**config.mk**
```make
export PLATFORM = sky130hd
export DESIGN_NAME = vs_store_seq
export DESIGN_NICKNAME = d
export VERILOG_FILES = /design/src/rtl/vs_store_seq_pkg.sv /design/src/rtl/vs_addr_gen.sv /design/src/rtl/vs_store_seq.sv
export SDC_FILE = /design/constraint.sdc
export NUM_CORES = 1
export LEC_CHECK = 0
export CAP_MARGIN = 20
export CORE_MARGIN = 2
export CORE_UTILIZATION = 40
export DETAILED_ROUTE_END_ITERATION = 12
export GPL_TIMING_DRIVEN = 0
export PLACE_DENSITY = 0.72
export SYNTH_ARGS = -nofsm -noshare
export SYNTH_HDL_FRONTEND = slang
export SYNTH_SLANG_ARGS = --single-unit
```
**constraint.sdc**
```tcl
create_clock -name clock -period 4.3 [get_ports clock]
set_input_delay 1.075 -clock clock [delete_from_list [all_inputs] [get_ports clock]]
set_output_delay 1.075 -clock clock [all_outputs]
set_load 0.05 [all_outputs]
```
**src/rtl/vs_store_seq_pkg.sv**
```systemverilog
// rtl/vs_store_seq_pkg.sv - shared constants and state encodings for the vector store sequencer
//
// Purpose: state encodings, VS-format opcode and default vector geometry shared
//          by the store sequencer and any future vector load sequencer.
// Ports:   none (package).
package vs_store_seq_pkg;

    localparam int VSQ_VLMAX_DEF = 8;
    localparam int VSQ_ELEN_DEF  = 32;

    // Major opcode of the VS store format as decoded in ID.
    localparam logic [6:0] VS_FORMAT = 7'b0100111;

    typedef enum logic [1:0] {
        VSQ_IDLE = 2'd0,
        VSQ_RUN  = 2'd1,
        VSQ_DONE = 2'd2
    } vsq_state_t;

endpackage

```
**src/rtl/vs_addr_gen.sv**
```systemverilog
// rtl/vs_addr_gen.sv - element address generator with latched stride
//
// Purpose: holds the current element byte address and the per-element step.
//          load captures base and step; advance adds step to the address,
//          wrapping modulo 2^XLEN (two's complement, so negative steps descend).
// Ports:
//   clock, reset  rising-edge clock, asynchronous active-high reset
//   load          capture base/step_in (wins over advance)
//   advance       addr <= addr + step
//   base          start byte address
//   step_in       byte step to latch
//   addr          current byte address
module vs_addr_gen #(
    parameter int XLEN = 32
) (
    input  logic            clock,
    input  logic            reset,
    input  logic            load,
    input  logic            advance,
    input  logic [XLEN-1:0] base,
    input  logic [XLEN-1:0] step_in,
    output logic [XLEN-1:0] addr
);

    logic [XLEN-1:0] step_q;

    always_ff @(posedge clock or posedge reset) begin
        if (reset) begin
            addr   <= '0;
            step_q <= '0;
        end else if (load) begin
            addr   <= base;
            step_q <= step_in;
        end else if (advance) begin
            addr   <= addr + step_q;
        end
    end

endmodule

```
**src/rtl/vs_store_seq.sv**
```systemverilog
// rtl/vs_store_seq.sv - multi-cycle vector store sequencer for the EX/MEM stage
//
// Purpose: accepts a VS store, reads the source vector one element per cycle
//          and issues one memory write per element, stalling the pipeline
//          until all vl elements are written, then pulses done.
// Ports:
//   clock, reset  rising-edge clock, asynchronous active-high reset
//   start         VS store present in EX (held while stall is high)
//   base_addr     byte address of element 0
//   strided       0 = unit stride (ELEN/8), 1 = use stride
//   stride        signed byte stride
//   vl            element count, clamped to VLMAX
//   vrd_idx       vector register read index
//   vrd_data      element data for vrd_idx (combinational)
//   mem_wr_en     memory write request
//   mem_addr      write byte address
//   mem_wdata     write data
//   mem_ready     memory accepts the request this cycle
//   stall         freeze IF/ID/EX
//   done          one-cycle completion pulse
module vs_store_seq
    import vs_store_seq_pkg::*;
#(
    parameter int XLEN  = 32,
    parameter int ELEN  = VSQ_ELEN_DEF,
    parameter int VLMAX = VSQ_VLMAX_DEF,
    parameter int VL_W  = $clog2(VLMAX + 1)
) (
    input  logic            clock,
    input  logic            reset,
    input  logic            start,
    input  logic [XLEN-1:0] base_addr,
    input  logic            strided,
    input  logic [XLEN-1:0] stride,
    input  logic [VL_W-1:0] vl,
    output logic [VL_W-1:0] vrd_idx,
    input  logic [ELEN-1:0] vrd_data,
    output logic            mem_wr_en,
    output logic [XLEN-1:0] mem_addr,
    output logic [ELEN-1:0] mem_wdata,
    input  logic            mem_ready,
    output logic            stall,
    output logic            done
);

    vsq_state_t      state;
    vsq_state_t      state_nx;
    logic [VL_W-1:0] cnt;
    logic [VL_W-1:0] vl_lat;
    logic [VL_W-1:0] vl_clamped;
    logic [XLEN-1:0] step_sel;
    logic            accept;
    logic            advance;

    assign vl_clamped = (vl > VL_W'(VLMAX)) ? VL_W'(VLMAX) : vl;
    assign step_sel   = strided ? stride : XLEN'(ELEN / 8);

    // Outputs are decoded from state, address and counter registers only, so
    // an asynchronous reset drops them without waiting for a clock edge.
    assign vrd_idx   = cnt;
    assign mem_wdata = vrd_data;

    vs_addr_gen #(
        .XLEN (XLEN)
    ) u_addr_gen (
        .clock   (clock),
        .reset   (reset),
        .load    (accept),
        .advance (advance),
        .base    (base_addr),
        .step_in (step_sel),
        .addr    (mem_addr)
    );

    always_ff @(posedge clock or posedge reset) begin
        if (reset) begin
            state <= VSQ_IDLE;
        end else begin
            state <= state_nx;
        end
    end

    always_ff @(posedge clock or posedge reset) begin
        if (reset) begin
            cnt    <= '0;
            vl_lat <= '0;
        end else if (accept) begin
            cnt    <= '0;
            vl_lat <= vl_clamped;
        end else if (advance) begin
            cnt    <= cnt + VL_W'(1);
        end
    end

    always_comb begin
        state_nx  = state;
        stall     = 1'b0;
        mem_wr_en = 1'b0;
        done      = 1'b0;
        accept    = 1'b0;
        advance   = 1'b0;
        case (state)
            VSQ_IDLE: begin
                // Gated by reset so stall reads 0 while reset is held.
                stall = start & ~reset;
                if (start) begin
                    accept   = 1'b1;
                    state_nx = (vl_clamped != '0) ? VSQ_RUN : VSQ_DONE;
                end
            end
            VSQ_RUN: begin
                stall     = 1'b1;
                mem_wr_en = 1'b1;
                if (mem_ready) begin
                    advance = 1'b1;
                    if (cnt == vl_lat - VL_W'(1)) begin
                        state_nx = VSQ_DONE;
                    end
                end
            end
            VSQ_DONE: begin
                // start is still high for the finished instruction here; ignore it.
                done     = 1'b1;
                state_nx = VSQ_IDLE;
            end
            default: begin
                state_nx = VSQ_IDLE;
            end
        endcase
    end

endmodule

```
==> flow_summary.toml, run 1 <==
[clock_network]
clk_latency_ns = 0.34
cts_tree = "built"
cts_hold_buf = 0
cts_num_sinks = 74
cts_resized = 0
cts_buffers = 9
cts_setup_buffers = 1
cts_max_path_buffers = 2
clk_pin_slew_worst_paths_ns = 0.06
cts.htree.levels = 3
cts-root-buf = "clkbuf_16"

[finish]
nNetsFinal = 906
multi_input_area_um2 = 2860
drive_above_1_share_pct = 8.55
fillers = 1188
diodes = 0
final_cells = 944
seq_area_um2 = 1850
area_growth_pct = 39.4

[timing]
worstMarginPinSlew_ns = 0.862
rsz0062_at_grt = "false"
final_hold_viol_count = 0
setup_slack_ns = 0.401
final_max_slew_viol_count = 0
fin_crit_ns = 3.90
setup_viol = 0
clock.fmax_mhz = 256
slew_headroom_pct = 42.2
fin_skew_ns = 0.00789
period_share_pct = 90.7

[critical_path]
reg2reg_from = "u_addr_gen.addr[0]"
r2r_setup_slack_ns = 1.20
crit-reg2reg-capture = "u_addr_gen.addr[30]"
critical_path_class = "in -> out"
crit_start = "reset"
cp-end-kind = "output pin"
path_max_fanout = 2
crit_end = "stall"
startpoint_type = "input pin"
cp.required_ns = 3.22
crit_arrival_ns = 2.82
ff2ff_path_depth = 11

[yosys]
muxShareOfSynthArea_pct = 1.99
yosys-top-cells-area = "dfrtp_1 (36%), nand2_1 (9.1%), ha_1 (8.1%)"
yosysTopAreaCell = "dfrtp_1"
avgSynthCellArea_um2 = 8.34
yosysWarnings = 0
synthesis.area_um2 = 5090
syn_nets = 749
synthArstFlopShare_pct = 100
ys_ff_latch = 74
syn_inst = 610
synth_cell_type_count = 58
synth_ff_type = "dfrtp_1"
yosysSeqAreaShare_pct = 36.4
yosysTopAreaCellShare_pct = 36.4
yosys.area_share.simple_pct = 22.0
synthAdderAreaFrac_pct = 8.51
synth_compound_area_share_pct = 18.1
synth_top_family_by_area = "simple AND/OR/NAND/NOR gates"
synth_xor_area_share_pct = 5.68
synth-edff-count = 0

[placement]
dp.final_hpwl_mm = 11.6
io_buffers = 143
dpl_worst_slack_ns = -0.148
placed_cells = 926
gp_congestion = 0.904

[power_and_ir_drop]
leakage_nw = 3.27
powerDensity_nw_per_um2 = 853
ir_drop_mv = 0.362

[run_status]
outcome = "complete, no violations"

[detailed_routing]
drt_iter0_drc = 255
post_drt_wl_per_cell_um = 16.2
dr.pass1.iters = 5
ant_nets = 0
vias_per_cell = 5.32
wl_mm = 15.3
route.detailed.drc = 0
vias = 5026

[die]
start_util_pct = 40.6
die_x_um = 117
coreArea_um2 = 12500
die_area_um2 = 13600
io_pins = 176
die_y_um = 117
num_rows = 41

[run]
drv_cap = 0

[hold_path]
hold_path_class = "reg -> reg"

[grt]
grt.total_usage_pct = 22.3
first_global_vias = 4910
antenna_found_initial = 0
grt_pass1_wl_mm = 23.7
overflow = 0
grt_max_degree = 44
-- cell usage in the layout, fill, tap and decap left out, types with 15 or more instances in the layout --
| cell type | Yosys | layout |
|---|---|---|
| xor2_1 | 15 | 15 |
| dfrtp_1 | 74 | 74 |
| clkdlybuf4s50_1 | 0 | 143 |
| nor2_1 | 40 | 40 |
| xnor2_1 | 18 | 18 |
| a21oi_1 | 43 | 43 |
| o21ai_0 | 34 | 34 |
| nand2_1 | 123 | 123 |
| nand3_1 | 40 | 40 |
| ha_1 | 33 | 33 |
| clkbuf_1 | 24 | 24 |
| buf_4 | 32 | 33 |
-- layer usage --
layer  global-route usage [%]  share of wire (%)  wire length, um  vias up
met5                        0                  0                0        -
met4                     6.20                1.7              256        0
li1                         -                  -                -     2411
met1                     28.6                 44             6690     2404
met2                     39.0                 49             7450      188
met3                     3.68                6.1              932       23
-- kinds of logic (layout without fill, tap and decap cells) --
logic type / count (synthesis) / count (layout)
fa+ha+maj: 34 / 34
flops: 74 / 74
simple gates: 250 / 250
xor+xnor: 33 / 33
buf+inv: 67 / 229
compound gates: 142 / 142
mux: 10 / 10
-- power by group --
part           switching, mW  leakage, nW  total (mW)  internal (mW)
clock                  0.317        0.151       0.825          0.507
combinational           2.39         2.19        3.90           1.51
sequential             0.293        0.927        1.32           1.03
total                   3.00         3.27        6.05           3.05
-- how the worst min path moves through the flow --
stage | from | slack [ns] | endpoint | cells past startpoint
after floorplan | u_addr_gen.step_q[0] | 0.44 | u_addr_gen.step_q[0] | 2
after global placement | u_addr_gen.step_q[0] | 0.45 | u_addr_gen.step_q[0] | 2
after detailed placement | u_addr_gen.step_q[17] | 0.46 | u_addr_gen.step_q[17] | 2
after CTS | u_addr_gen.step_q[17] | 0.48 | u_addr_gen.step_q[17] | 2
after global routing | u_addr_gen.step_q[17] | 0.50 | u_addr_gen.step_q[17] | 2
final | u_addr_gen.step_q[29] | 0.47 | u_addr_gen.step_q[29] | 2
-- critical path: stages --
cell             delay (ns)
clkdlybuf4s50_1        0.64
clkinvlp_4             0.19
a21oi_1                0.17
nor2_1                 0.05
clkdlybuf4s50_1        0.69
-- sequential cells by signal, summed over array words and instances (netlist names) --
name	cells
u_addr_gen.addr	32
u_addr_gen.step_q	32
vl_lat	4
vrd_idx	4
state	2
-- cell usage after synthesis, types with 2 or more instances --
cell and count:
nor2b_1 4, o21ai_0 34, a21oi_2 3, nor4b_1 2, o22ai_1 4, a21oi_1 43, o21ai_1 2, nor3b_1 2
dfrtp_1 74, or3_1 2, clkbuf_1 24, xnor2_1 18, ha_1 33, o211ai_1 3, nor2_1 40, a211oi_1 2
and3_1 9, a22o_1 3, and2_1 3, nand2_1 123, a31oi_1 9, buf_4 32, nand3_1 40, o21ai_2 2
nand2b_1 5, and2b_1 2, nand3b_1 4, xor2_1 15, nand4_1 3, nor3_1 7, a21o_1 11, o31ai_1 3
o21a_1 3, inv_1 11, mux2i_1 9, a22oi_1 4
-- cell type report --
type                            instances  area share (%)
Multi-Input combinational cell        469            40.4
Sequential cell                        74            26.1
Timing Repair inverter                  1          0.0706
Clock buffer                            9            3.18
Timing Repair Buffer                  145            20.6
Tap cell                              172            3.04
Inverter                               11           0.635
Clock inverter                          7            1.32
Buffer                                 56            4.66
-- metrics by stage --
step	cell area [um^2]	TNS (ns)	hold WS, ns	util (%)	power [mW]
finish	7090	0	0.472	56.6	6.05
global route	7090	0	0.499	56.6	6.48
CTS	7090	0	0.478	56.6	6.03
detailed placement	6760	-0.148	0.463	54.0	5.18
global placement	6740	-0.979	0.454	53.8	5.08
floorplan	5090	0	0.443	-	4.13
Note: power is estimated with default switching activity, not from simulation.
==> inputs of run 2 (changes only) <==
--- a/config.mk
+++ b/config.mk
@@ -5,12 +5,13 @@
 export SDC_FILE = /design/constraint.sdc
 export NUM_CORES = 1
 export LEC_CHECK = 0
+export ABC_AREA = 1
 export CAP_MARGIN = 20
 export CORE_MARGIN = 2
 export CORE_UTILIZATION = 40
 export DETAILED_ROUTE_END_ITERATION = 12
 export GPL_TIMING_DRIVEN = 0
-export PLACE_DENSITY = 0.72
+export PLACE_DENSITY = 0.7
 export SYNTH_ARGS = -nofsm -noshare
 export SYNTH_HDL_FRONTEND = slang
 export SYNTH_SLANG_ARGS = --single-unit
==> run 2 against run 1 <==
Die area up 15%. Critical path type unchanged. Critical endpoint unchanged. Utilization decreased by 2.3 points. Non-clock buffer count shrank 4. Setup slack improved by 0.11 ns. Global-route usage is 0.43 points higher. Combinational power is 12% higher. Critical path depth down 1. Cell count increased by 34%.
==> flow_summary.toml, run 2 <==
[clock_network]
clk_pin_slew_worst_paths_ns = 0.05
cts_hold_buf = 0
cts_resized = 0
cts_max_path_buffers = 2
cts_tree = "built"
cts_num_sinks = 74
cts-root-buf = "clkbuf_16"
cts_buffers = 9
cts.htree.levels = 3
cts_setup_buffers = 0
clk_latency_ns = 0.35

[yosys]
synthAdderAreaFrac_pct = 7.35
synth_compound_area_share_pct = 5.99
ys_ff_latch = 74
yosysSeqAreaShare_pct = 31.5
yosysTopAreaCell = "dfrtp_1"
synth_common_cells = "nand2_1 (396), inv_1 (127), nand3_1 (80)"
avgSynthCellArea_um2 = 6.38
yosys.area_share.simple_pct = 37.7
synth_xor_area_share_pct = 3.12
synth_top_family_by_area = "simple AND/OR/NAND/NOR gates"
syn_inst = 922
synthesis.area_um2 = 5890
syn_nets = 1061
synthArstFlopShare_pct = 100
synth_ff_type = "dfrtp_1"
yosys-top-cells-area = "dfrtp_1 (31%), nand2_1 (25%), inv_1 (8.1%)"
synth_cell_type_count = 32
synth-edff-count = 0
muxShareOfSynthArea_pct = 0
yosysWarnings = 0
yosysMostFrequentCell = "nand2_1"
yosysTopAreaCellShare_pct = 31.5

[finish]
final_cell_mix = "nand2_1 (396), clkdlybuf4s50_1 (143), inv_1 (126), nand3_1 (80), dfrtp_1 (74)"
multi_input_area_um2 = 3190
seq_area_um2 = 1850
fillers = 1447
post-route-util_pct = 54.3
layout_commonest_cell = "nand2_1"
diodes = 0
nNetsFinal = 1216
drive_above_1_share_pct = 6.38
biggestRegsByFlops = "u_addr_gen.addr (32), u_addr_gen.step_q (32)"
finalInstanceArea_um2 = 7870
area_growth_pct = 33.6
final_cells = 1265

[critical_path]
critical_path.slowest_cell = "clkdlybuf4s50_1"
crit_path_max_incr_delay_ns = 0.82
cp_cell_sequence = "clkdlybuf4s50_1 > nand2_1 > o21ai_0 > clkdlybuf4s50_1"
path_max_fanout = 2
cp-end-kind = "output pin"
crit_arrival_ns = 2.72
r2r_setup_slack_ns = 1.99
startpoint_type = "input pin"
cp.required_ns = 3.22
critical_path_class = "in -> out"
cp_common_cell = "clkdlybuf4s50_1"

[timing]
finalSetupTns_ns = 0
whs_ns = 0.484
setup_viol = 0
slew_headroom_pct = 50.7
clock.fmax_mhz = 264
fin_skew_ns = 0.0136
worstMarginPinSlew_ns = 0.740
final_max_slew_viol_count = 0
rsz0062_at_grt = "false"
fin_crit_ns = 3.79
setup_slack_ns = 0.506
period_share_pct = 88.2
final_hold_viol_count = 0

[grt]
grt.total_usage_pct = 22.8
grt_max_degree = 44
overflow = 0
antenna_found_initial = 0
first_global_vias = 5725
grt_pass1_wl_mm = 28.4

[placement]
io_buffers = 143
postPlaceCellArea_um2 = 7570
placed_cells = 1250
dpl_worst_slack_ns = 0.522
gp_congestion = 0.957
dp.final_hpwl_mm = 14.0

[power_and_ir_drop]
power_switching_mw = 3.45
pwr-share-clk_pct = 11.9
p_int_mw = 3.03
ir_drop_mv = 0.434
seqPwrFrac_pct = 20.6
swShare_pct = 53.2
powerDensity_nw_per_um2 = 825
leakage_nw = 4.35
power_frac_comb_pct = 67.6
power_mw = 6.49

[detailed_routing]
vias = 5997
post_drt_wl_per_cell_um = 13.7
vias_per_cell = 4.74
ant_nets = 0
wl_mm = 17.3
route.detailed.drc = 0
drt_iter0_drc = 285
dr.pass1.iters = 4

[die]
num_rows = 44
io_pins = 176
coreArea_um2 = 14500
start_util_pct = 40.7
die_area_um2 = 15700
die_y_um = 125
die_x_um = 125

[hold_path]
hold_path_class = "reg -> reg"

[run_status]
outcome = "complete, no violations"

[run]
drv_cap = 0
==> run 2: power by group through the flow <==
stage               logic, mW  clock network [mW]  registers, mW
global route             4.91               0.810           1.38
detailed placement       4.36                   0           1.33
CTS                      4.38               0.777           1.33
floorplan                2.67                   0           1.78
finish                   4.38               0.769           1.33
global placement         4.32                   0           1.33
==> run 2: path summary, 6_finish.rpt <==
kind	from	to	cells after the start
min in group asynchronous	reset	vrd_idx[3]	2
max in group asynchronous	reset	u_addr_gen.step_q[28]	3
setup / recovery	start	stall	4
hold / removal	u_addr_gen.step_q[30]	u_addr_gen.step_q[30]	2
setup reg to reg	u_addr_gen.addr[0]	u_addr_gen.addr[28]	12
hold reg to reg	u_addr_gen.step_q[30]	u_addr_gen.step_q[30]	2
==> run 2: final cells by class <==
type	instances	share of cell area, %
Timing Repair Buffer	144	18.5
Tap cell	184	2.93
Multi-Input combinational cell	663	40.5
Inverter	132	6.39
Sequential cell	74	23.5
Buffer	53	4.39
Clock inverter	4	0.668
Clock buffer	11	3.09
==> run 2: logic make-up after synthesis <==
| group | count (synthesis) |
|---|---|
| and+or+nand+nor | 546 |
| buffers and inverters | 185 |
| DFF | 74 |
| AOI/OAI and AO/OA | 62 |
| adders and majority gates | 34 |
| xor gates and xnor gates | 21 |
==> run 2: per-layer routing <==
layer	global-route usage (%)	vias to the layer above	wire (um)
met2	35.7	187	7520
met3	3.12	29	985
met1	31.8	2653	8370
li1	-	3128	-
met4	9.15	0	462
met5	0	-	0
==> run 2: worst max-delay path, delay by kind of cell <==
kind	cells	cell delay [ns]
buffers and inverters	2	1.31
AOI/OAI and AO/OA	1	0.18
and+or+nand+nor	1	0.15
==> inputs of run 3 (changes only) <==
--- a/config.mk
+++ b/config.mk
@@ -12,6 +12,7 @@
 export DETAILED_ROUTE_END_ITERATION = 12
 export GPL_TIMING_DRIVEN = 0
 export PLACE_DENSITY = 0.7
+export RECOVER_POWER = 50
 export SYNTH_ARGS = -nofsm -noshare
 export SYNTH_HDL_FRONTEND = slang
 export SYNTH_SLANG_ARGS = --single-unit
==> run 3 against run 2 <==
Cell count unchanged. Register-to-register slack got worse by 0.58 ns. Total power is 0.51% lower. Sequential power about the same. First-iteration DRC count down 1.4%. Clock skew fell by 0.00069 ns. Sequential cell count did not move. Utilization decreased by 0.38 points. Critical path depth is the same. Global-route usage stayed put. Fmax down 0.54%.
==> flow_summary.toml, run 3 (synthesized netlist as in run 2, its figures left out) <==
[clock_network]
cts_tree = "built"
clk_latency_ns = 0.35
cts_setup_buffers = 0
cts_resized = 0
cts_max_path_buffers = 2
clk_pin_slew_worst_paths_ns = 0.05
cts_num_sinks = 74
cts_buffers = 9
cts-root-buf = "clkbuf_16"
cts.htree.levels = 3
cts_hold_buf = 0

[finish]
nNetsFinal = 1216
diodes = 0
biggestRegsByFlops = "u_addr_gen.addr (32), u_addr_gen.step_q (32)"
area_growth_pct = 32.7
drive_above_1_share_pct = 5.55
finalInstanceArea_um2 = 7810
layout_commonest_cell = "nand2_1"
final_cell_mix = "nand2_1 (397), clkdlybuf4s50_1 (140), inv_1 (127), nand3_1 (80), dfrtp_1 (74)"

[timing]
setup_viol = 0
slew_headroom_pct = 5.79
fin_skew_ns = 0.0129
final_max_slew_viol_count = 0
setup_slack_ns = 0.486
fin_crit_ns = 3.81
final_hold_viol_count = 0
finalSetupTns_ns = 0
clock.fmax_mhz = 262
period_share_pct = 88.7
worstMarginPinSlew_ns = 1.41
rsz0062_at_grt = "false"

[critical_path]
critical_path.slowest_cell = "clkdlybuf4s50_1"
crit_arrival_ns = 2.74
path_max_fanout = 2
cp_cell_sequence = "dlygate4sd3_1 > nand2_1 > o21ai_0 > clkdlybuf4s50_1"
cp.required_ns = 3.22
crit_path_max_incr_delay_ns = 0.82
critical_path_class = "in -> out"
cp-end-kind = "output pin"
startpoint_type = "input pin"

[detailed_routing]
wl_mm = 17.3
ant_nets = 0
vias = 6003
dr.pass1.iters = 5
route.detailed.drc = 0
post_drt_wl_per_cell_um = 13.7
vias_per_cell = 4.75
drt_iter0_drc = 281

[die]
start_util_pct = 40.7
io_pins = 176
num_rows = 44
die_y_um = 125
die_x_um = 125
die_area_um2 = 15700
coreArea_um2 = 14500

[grt]
grt_pass1_wl_mm = 28.4
grt_max_degree = 44
grt_use_met2_pct = 35.7
first_global_vias = 5725
antenna_found_initial = 0
overflow = 0
grt.total_usage_pct = 22.8
grt.busiest_layer = "met2"
use_met1_pct = 31.8
use_met3_pct = 3.12

[power_and_ir_drop]
leakage_nw = 4.32
ir_drop_mv = 0.434
powerDensity_nw_per_um2 = 826
power_mw = 6.45

[placement]
io_buffers = 143
gp_congestion = 0.957
postPlaceCellArea_um2 = 7570
dpl_worst_slack_ns = 0.522
dp.final_hpwl_mm = 14.0

[hold_path]
hold_path_class = "reg -> reg"

[run_status]
outcome = "complete, no violations"

[run]
drv_cap = 0
==> run 3: cell types whose count changed in the layout (fill, tap and decap cells not counted), moves of 2 or more <==
cell,previous run,this run
dlygate4sd3_1,0,3
clkinvlp_2,0,2
buf_2,9,4
inv_4,3,1
clkdlybuf4s50_1,143,140
clkbuf_1,11,17
==> run 3: report_power, final <==
| group | switching [mW] | internal, mW | leakage (nW) |
|---|---|---|---|
| Clock | 0.305 | 0.462 | 0.134 |
| Combinational | 2.85 | 1.51 | 3.25 |
| Sequential | 0.292 | 1.04 | 0.937 |
==> run 3: layer usage <==
metal  routed length, um  part of all wire [%]  vias up
met1                8490                    49     2689
met5                   0                     0        -
met3                 811                   4.7       28
met4                 457                   2.6        0
li1                    -                     -     3124
met2                7580                    44      162
==> run 3: final timing paths <==
check                                        endpoint  slack [ns]             startpoint  cells past startpoint
worst min register to register  u_addr_gen.step_q[30]        0.48  u_addr_gen.step_q[30]                      2
min in group asynchronous                  vrd_idx[3]        1.52                  reset                      2
worst max register to register             vrd_idx[1]        1.41               state[1]                      8
worst max-delay path                            stall        0.49                  start                      4
max in group asynchronous       u_addr_gen.step_q[28]        1.13                  reset                      3
worst min-delay path            u_addr_gen.step_q[30]        0.48  u_addr_gen.step_q[30]                      2
==> run 3: per-stage QoR <==
stage | hold slack, ns | util (%) | cells
4_1_cts | 0.490 | 54.3 | 1265
6_report | 0.484 | 53.9 | 1265
5_1_grt | 0.508 | 53.9 | 1265
3_5_place_dp | 0.475 | 52.3 | 1250
2_1_floorplan | 0.453 | - | 922
3_3_place_gp | 0.472 | 52.1 | 1249
==> run 3: layout make-up <==
cell class / instances / area, um^2
clock inverter: 4 / 52.6
timing repair buffer: 144 / 1440
fill: 1456 / 6670
sequential: 74 / 1850
buffer: 53 / 332
multi-input combinational: 663 / 3170
tap: 184 / 230
clock buffer: 11 / 243
inverter: 132 / 500
==> run 3: critical path, delay by kind of cell <==
family	cells	cell delay, ns
and+or+nand+nor	1	0.12
AOI/OAI and AO/OA	1	0.17
buffers and inverters	2	1.38
